File: src/rtl/ysyx_22040895_ifetch_bridge.sv
// ----------------------------------------------------------------------------
// ysyx_22040895_ifetch_bridge
//
// Turns single instruction-fetch requests from the core into one AXI4-Lite
// read. It returns the 32-bit instruction selected from the 64-bit beat,
// or an error for any of these cases:
//   - a misaligned PC,
//   - a non-OKAY response,
//   - a handshake that does not complete within TIMEOUT cycles.
//
// Ports
//   clk, rst              : clock, asynchronous active-high reset
//   req_valid_i/ready_o   : fetch request handshake, req_addr_i = PC
//   inst_valid_o/ready_i  : response handshake, inst_o / err_o payload
//   araddr_o/arvalid_o/arready_i          : AXI4-Lite read address channel
//   rdata_i/rresp_i/rvalid_i/rready_o     : AXI4-Lite read data channel
//   fetch_cnt_o           : completed response handshakes (wraps)
//
// The FSM is one-hot. Each handshake output is a single state bit, so no
// input can reach those outputs combinationally.
// ----------------------------------------------------------------------------
module ysyx_22040895_ifetch_bridge #(
    parameter int unsigned TIMEOUT = 255
) (
    input  logic        clk,
    input  logic        rst,
    input  logic        req_valid_i,
    input  logic [63:0] req_addr_i,
    output logic        req_ready_o,
    output logic        inst_valid_o,
    output logic [31:0] inst_o,
    output logic        err_o,
    input  logic        inst_ready_i,
    output logic [63:0] araddr_o,
    output logic        arvalid_o,
    input  logic        arready_i,
    input  logic [63:0] rdata_i,
    input  logic [1:0]  rresp_i,
    input  logic        rvalid_i,
    output logic        rready_o,
    output logic [31:0] fetch_cnt_o
);

    localparam logic [3:0] S_IDLE = 4'b0001;
    localparam logic [3:0] S_AR   = 4'b0010;
    localparam logic [3:0] S_R    = 4'b0100;
    localparam logic [3:0] S_RESP = 4'b1000;

    // The counter holds k-1 during the k-th cycle of a wait. The wait is
    // abandoned at the end of the TIMEOUT-th cycle, when the counter steps
    // to TIMEOUT.
    localparam logic [31:0] TMO_LAST = (TIMEOUT == 0) ? 32'd0 : (32'(TIMEOUT) - 32'd1);

    logic [3:0]  state_q,     state_d;
    logic [63:2] addr_q,      addr_d;
    logic [31:0] inst_q,      inst_d;
    logic        err_q,       err_d;
    logic [31:0] tmo_q,       tmo_d;
    logic [31:0] fetch_cnt_q, fetch_cnt_d;
    logic        tmo_hit_s;

    assign tmo_hit_s = (tmo_q >= TMO_LAST);

    // Next-state, payload capture, timeout counting and fetch counting.
    always_comb begin
        state_d     = state_q;
        addr_d      = addr_q;
        inst_d      = inst_q;
        err_d       = err_q;
        tmo_d       = tmo_q;
        fetch_cnt_d = fetch_cnt_q;
        case (state_q)
            S_IDLE: begin
                if (req_valid_i) begin
                    addr_d = req_addr_i[63:2];
                    if (req_addr_i[1:0] != 2'b00) begin
                        // Misaligned PC: skip the bus entirely.
                        state_d = S_RESP;
                        err_d   = 1'b1;
                        inst_d  = 32'h0000_0000;
                    end else begin
                        state_d = S_AR;
                        tmo_d   = 32'd0;
                    end
                end else begin
                    state_d = S_IDLE;
                end
            end
            S_AR: begin
                // A handshake wins over a timeout in the same cycle.
                if (arready_i) begin
                    state_d = S_R;
                    tmo_d   = 32'd0;
                end else if (tmo_hit_s) begin
                    state_d = S_RESP;
                    err_d   = 1'b1;
                    inst_d  = 32'h0000_0000;
                    tmo_d   = tmo_q + 32'd1;
                end else begin
                    tmo_d   = tmo_q + 32'd1;
                end
            end
            S_R: begin
                if (rvalid_i) begin
                    state_d = S_RESP;
                    if (rresp_i != 2'b00) begin
                        err_d  = 1'b1;
                        inst_d = 32'h0000_0000;
                    end else begin
                        err_d  = 1'b0;
                        inst_d = addr_q[2] ? rdata_i[63:32] : rdata_i[31:0];
                    end
                end else if (tmo_hit_s) begin
                    state_d = S_RESP;
                    err_d   = 1'b1;
                    inst_d  = 32'h0000_0000;
                    tmo_d   = tmo_q + 32'd1;
                end else begin
                    tmo_d   = tmo_q + 32'd1;
                end
            end
            S_RESP: begin
                if (inst_ready_i) begin
                    state_d     = S_IDLE;
                    fetch_cnt_d = fetch_cnt_q + 32'd1;
                end else begin
                    state_d     = S_RESP;
                end
            end
            default: begin
                // A corrupted one-hot code falls back to a clean idle.
                state_d = S_IDLE;
            end
        endcase
    end

    // State and payload registers with asynchronous reset.
    always_ff @(posedge clk or posedge rst) begin
        if (rst) begin
            state_q     <= S_IDLE;
            addr_q      <= 62'd0;
            inst_q      <= 32'h0000_0000;
            err_q       <= 1'b0;
            tmo_q       <= 32'd0;
            fetch_cnt_q <= 32'd0;
        end else begin
            state_q     <= state_d;
            addr_q      <= addr_d;
            inst_q      <= inst_d;
            err_q       <= err_d;
            tmo_q       <= tmo_d;
            fetch_cnt_q <= fetch_cnt_d;
        end
    end

    assign req_ready_o  = state_q[0];
    assign arvalid_o    = state_q[1];
    assign rready_o     = state_q[2];
    assign inst_valid_o = state_q[3];
    assign araddr_o     = {addr_q[63:3], 3'b000};
    assign inst_o       = inst_q;
    assign err_o        = err_q;
    assign fetch_cnt_o  = fetch_cnt_q;

endmodule

File: config.mk
export PLATFORM = sky130hd
export DESIGN_NAME = ysyx_22040895_ifetch_bridge
export DESIGN_NICKNAME = d
export VERILOG_FILES = /design/src/rtl/ysyx_22040895_ifetch_bridge.sv
export SDC_FILE = /design/constraint.sdc
export NUM_CORES = 1
export LEC_CHECK = 0
export BUFFER_PORTS_ARGS = -buffer_cell sky130_fd_sc_hd__buf_4
export CORE_ASPECT_RATIO = 0.9
export CORE_MARGIN = 2
export CORE_UTILIZATION = 29
export CTS_CLUSTER_DIAMETER = 60
export DETAILED_ROUTE_END_ITERATION = 7
export GPL_ROUTABILITY_DRIVEN = 0
export SYNTH_ARGS = -nofsm -noshare
export SYNTH_HDL_FRONTEND = slang
export SYNTH_SLANG_ARGS = --single-unit
File: constraint.sdc
create_clock -name clk -period 6.6 [get_ports clk]
set_clock_uncertainty 0.1 [all_clocks]
set_input_delay 0.33 -clock clk [delete_from_list [all_inputs] [get_ports clk]]
set_output_delay 0.33 -clock clk [all_outputs]
set_load 0.03 [all_outputs]
# After elaboration in Yosys (flattened, before gate mapping)
# Cells that the tools add are included.
[classes]
magnitude_cmp = 1
n_addsub = 2
muxes = 27
n_eq_ne = 9
n_reduce_logical = 7
[ops]
columns = ["cell", "count"]
rows = [
  ["32-bit two-way mux", 11],
  ["32-bit one-hot mux with 3 select lines", 2],
  ["32-bit by 1-bit adder with 32-bit output, second input constant", 2],
  ["32-bit by 8-bit >= comparator with 1-bit output, second input constant", 1],
  ["4-bit two-way mux", 6],
  ["4-bit one-hot mux with 4 select lines", 1],
  ["2-bit != test, second input constant", 5],
  ["4-bit AND reduction", 2],
  ["1-bit two-way mux", 6],
  ["4-bit by 1-bit equality test with 1-bit output, second input constant", 1],
  ["4-bit by 2-bit equality test with 1-bit output, second input constant", 1],
  ["4-bit by 3-bit equality test with 1-bit output, second input constant", 1],
  ["4-bit equality test, second input constant", 1],
  ["2-bit AND reduction", 2],
  ["2-bit nonzero test", 2],
  ["1-bit one-hot mux with 3 select lines", 1],
  ["3-bit nonzero test", 1],
]
[totals]
reg_bits = 163
input_bits = 136
word_cells = 52
out_inout_bits = 133

# Longest topological paths before layout
[depth]
depth_word = 4
ltp_mapped = 8
ltp_nobuf = 6

# Least setup slack after synthesis
# Ideal clock, no wire load.
[synth_path]
kind = "flip-flop to flip-flop"
start = "reg state_q[1]"
end = "reg fetch_cnt_q[29], in the netlist fetch_cnt_o[29]"
required_ps = 6420
path_slack_ps = 4210
arrival_ps = 2210
n_path_buf = 1
setup_time_ps = 80
synth_period_minus_slack_ps = 2390
path_stages_with_launch = 7
cell_sequence = "dfrtp_1 > buf_6 > or4b_4 > nor4_4 > nand3_4 > nor3b_2 > xor2_1"
[synth_via]
elab_chain_len = 2
[synth_lines]
columns = ["element", "line", "rtl"]
rows = [
  ["from (decl)", "54", "logic [3:0] state_q, state_d;"],
  ["from (signal assigned)", "147", "state_q <= state_d;"],
  ["4-bit equality test", "72", "case (state_q)"],
  ["2-bit AND reduction (no source line)", "-", ""],
  ["to (signal assigned)", "152", "fetch_cnt_q <= fetch_cnt_d;"],
  ["to (decl)", "59", "logic [31:0] fetch_cnt_q, fetch_cnt_d;"],
]
# Every way passes these cells.
# A chain may end at the register's enable or synchronous reset.

# Worst setup path after layout
[layout_path]
start = "reg state_q[1]"
end = "reg tmo_q[10]"
[layout_via]
elab_chain_len = 3
elab_cells_between_ends = 9
classes_between = "6 x eq/ne; 1 x mux; 2 x reduce/logical"
[layout_lines]
columns = ["element", "line", "rtl"]
rows = [
  ["4-bit by 1-bit equality test with 1-bit output, or another cell as far along", "72", ""],
  ["2-bit != test (no source line) or 3-bit nonzero test (tied branches)", "-", ""],
  ["4-bit AND reduction (no source line)", "-", ""],
  ["to (signal assigned)", "151", "tmo_q <= tmo_d;"],
  ["to (decl)", "58", "logic [31:0] tmo_q, tmo_d;"],
]
# Parallel ways exist; a longest one is shown, timed or not.

==> out/qor.json <==
{
  "power": {
    "p_seq_frac": 0.374,
    "power_switching_share": 0.360,
    "p_leak_uw": 0.00492,
    "clkPwrFrac": 0.279,
    "p_comb_frac": 0.347,
    "powerDensity_nw_per_um2": 349,
    "p_int_uw": 2310,
    "power.ir.vdd_worst_mv": 0.142,
    "switching_power_uw": 1300
  },
  "setup_path": {
    "regToRegSetupSlack_ps": 3520,
    "worst_setup_path_end_kind": "register",
    "worst_r2r_startpoint": "state_q[1]",
    "crit_arrival_ps": 3300,
    "cp-start-kind": "register",
    "worstPathRequired_ps": 6820,
    "r2r-end": "tmo_q[10]",
    "worst-r2r-cell-count": 5,
    "crit_path_max_fanout": 19,
    "crit_type": "register to register"
  },
  "synthesis": {
    "post_synth_fa_ha_maj_area_fraction": 0.00478,
    "synthTopCellsByArea": "sky130_fd_sc_hd__dfrtp_1, sky130_fd_sc_hd__mux2_2, sky130_fd_sc_hd__buf_4, sky130_fd_sc_hd__mux2i_1, sky130_fd_sc_hd__o2bb2ai_1",
    "post_synth_mux_area_share": 0.130,
    "synth_compound_area_frac": 0.0796,
    "synth_warnings": 0,
    "ys_seq_elements": 163,
    "synth-edff-count": 0,
    "yosysTopAreaCell": "sky130_fd_sc_hd__dfrtp_1",
    "synth_largest_type_area_fraction": 0.516,
    "seq_area_frac_synth": 0.519,
    "main_combinational_cell_family_by_area_after_synthesis": "simple AND/OR/NAND/NOR gates",
    "number_of_instances_in_the_synthesized_netlist": 682,
    "synth_xor_xnor_area_share": 0.0502,
    "syn_avg_cell_area_um2": 11.5,
    "asyncSetResetFlopFracSynth": 1.00,
    "cell_area_after_synthesis_um2": 7860,
    "synth.lib_cells_used.distinct": 56,
    "ys_dominant_reg_cell": "sky130_fd_sc_hd__dfrtp_1",
    "yosys.area_share.simple": 0.133
  },
  "run_status": {
    "status": "completed"
  },
  "placed_design": {
    "place.detailed.hpwl_mm": 14.1,
    "port-buffer-count": 265,
    "placed_cell_area_um2": 9740
  },
  "floorplanning": {
    "dieHeight_um": 160,
    "die-width_um": 178,
    "start_util": 0.293,
    "floorplan.core_area_um2": 26800,
    "io-pin-count": 269,
    "floorplan.die_area_um2": 28400,
    "floorplan.rows": 57
  },
  "job": {
    "max_cap_violations": 0
  },
  "grt": {
    "antenna_found_initial": 0,
    "track_usage": 0.137,
    "grt_start_max_net_pins": 104,
    "grt_pass1_wl_mm": 30.7,
    "first_global_vias": 5659,
    "grt-ovfl-total": 0
  },
  "finish": {
    "antenna-diode-count": 0,
    "finish.net_count": 1019,
    "areaGrowthSynthToFinish_pct": 31.5,
    "post_route_cells_drive_above_1_share": 0.433,
    "finish.instance_area_um2": 10300
  },
  "clocking": {
    "tritoncts": "done",
    "clock_sink_count": 163,
    "worstSkewPairLatency_ps": 420,
    "post_cts_resize_count": 0,
    "clock_tree.htree_level_count": 4,
    "number_of_buffers_inserted_during_clock_tree_synthesis": 17,
    "postCtsHoldBufs": 0,
    "post_cts_buffers": 0,
    "clock_tree.root_cell": "sky130_fd_sc_hd__clkbuf_16",
    "clkSlewWorstSetupHoldPaths_ps": 70,
    "clock_tree.buffer_depth": 2
  },
  "drt": {
    "final_antenna_net_count": 0,
    "route.final.wire_length_mm": 19.5,
    "drt_first_pass_iters": 4,
    "routed_wire_length_per_instance_um": 15.7,
    "post_drt_via_cell_ratio": 4.58,
    "drcViolationCount": 0,
    "drt_iter0_markers": 224,
    "route.vias.total": 5707
  },
  "timing": {
    "max_slew.worst_pin.slew_ps": 925,
    "post-route-period-util": 0.467,
    "finalHoldWorstSlack_ps": 21.2,
    "max_freq_mhz": 324,
    "timing.final.hold_violations": 0,
    "finalWorstPathRequiredPeriod_ps": 3080,
    "worst_slew_margin": 0.383,
    "tns_ps": 0,
    "number_of_slew_limit_violations_in_the_final_report": 0,
    "finalSetupViolations": 0,
    "unrepaired_setup_endpoints_after_global_routing": "no"
  },
  "worst_hold_path": {
    "hold_class": "input port to async pin"
  }
}
==> layout make-up <==
type	count	area, um^2
Clock buffer	17	425
Clock inverter	14	168
Fill cell	2594	16500
Inverter	13	53.8
Multi-Input combinational cell	415	3140
Sequential cell	163	4080
Tap cell	354	443
Timing Repair Buffer	270	2030
==> cells in the final DEF, fill, tap and decap left out, drive strengths merged, types with 2 or more instances in the layout <==
cell / count
inv: 21
a41oi: 2
bufinv: 2
clkinv: 3
clkbuf: 17
mux2i: 32
o211ai: 3
mux2: 62
xnor2: 17
o2bb2ai: 32
o21ai: 15
and3: 10
conb: 3
buf: 270
o31ai: 7
nor3b: 4
or3: 6
ha: 3
o22ai: 2
or4: 4
nor4: 10
or2: 4
dfrtp: 162
nand2: 37
nand4: 32
a21oi: 15
nor3: 10
xor2: 28
nor2: 39
nand4b: 2
nor2b: 4
nand3: 16
==> per-stage QoR <==
| step | setup slack [ps] | utilization | std cells | total power [uW] |
|---|---|---|---|---|
| floorplan | 1770 | - | 684 | 2410 |
| global placement | 3700 | 0.363 | 1215 | 2620 |
| detailed placement | 3590 | 0.363 | 1215 | 2640 |
| CTS | 3550 | 0.385 | 1246 | 3660 |
| global route | 3310 | 0.385 | 1246 | 3780 |
| finish | 3520 | 0.385 | 1246 | 3600 |
==> sequential cells by signal, indices dropped and copies added (netlist names) <==
register	cells
tmo_q	32
addr_q	62
fetch_cnt_o	32
inst_o	32
state_q	4
err_o	1
==> Yosys cell counts (all sizes together) (3+ instances only) <==
master and number:
dfrtp 162, buf 69, mux2 62, nor2 39
nand2 37, mux2i 32, nand4 32, o2bb2ai 32
xor2 28, clkbuf 24, xnor2 17, nand3 16
a21oi 15, o21ai 15, inv 13, and3 10
nor3 10, nor4 10, o31ai 7, or3 6
nor2b 4, nor3b 4, or2 4, or4 4
ha 3, o211ai 3
==> worst max path at each step <==
stage	slack, ps	startpoint	cells past startpoint	end
after floorplan	1770	rst	1	addr_q[10]
after global placement	3700	state_q[1]	5	tmo_q[17]
after detailed placement	3590	state_q[1]	5	tmo_q[10]
after CTS	3550	state_q[1]	5	tmo_q[10]
after global routing	3310	state_q[1]	5	tmo_q[10]
final	3520	state_q[1]	5	tmo_q[10]
==> worst max-delay path, cell delays in order, from the launching register on <==
cell and delay (ps):
sky130_fd_sc_hd__dfrtp_1 620, sky130_fd_sc_hd__and2b_1 280, sky130_fd_sc_hd__a32oi_2 710, sky130_fd_sc_hd__nand2_1 450, sky130_fd_sc_hd__or2_2 480, sky130_fd_sc_hd__o41ai_1 330
==> routing by layer <==
layer | share of wire | track usage
met4 | 0.0095 | 0.0346
met1 | 0.42 | 0.168
met2 | 0.49 | 0.227
met5 | 0 | 0
met3 | 0.080 | 0.0479
==> power groups by stage <==
| stage | combinational, uW | clock (uW) | sequential [uW] |
|---|---|---|---|
| after CTS | 1270 | 1040 | 1350 |
| after global routing | 1320 | 1080 | 1380 |
| after detailed placement | 1270 | 0 | 1370 |
| after global placement | 1260 | 0 | 1360 |
| after floorplan | 1090 | 0 | 1320 |
| final | 1250 | 1000 | 1350 |
==> logic make-up (layout without fill, tap and decap cells) <==
kind of cell             count (synthesis)  in the layout
AO/OA/AOI/OAI                           86             86
AND/OR/NAND/NOR                        184            184
XOR/XNOR                                45             45
flip-flops                             163            163
multiplexers                            94             94
adder cells (fa/ha/maj)                  3              3
buffers and inverters                  106            314
other                                    1              3
No activity file was read; power rests on OpenSTA's default activity.
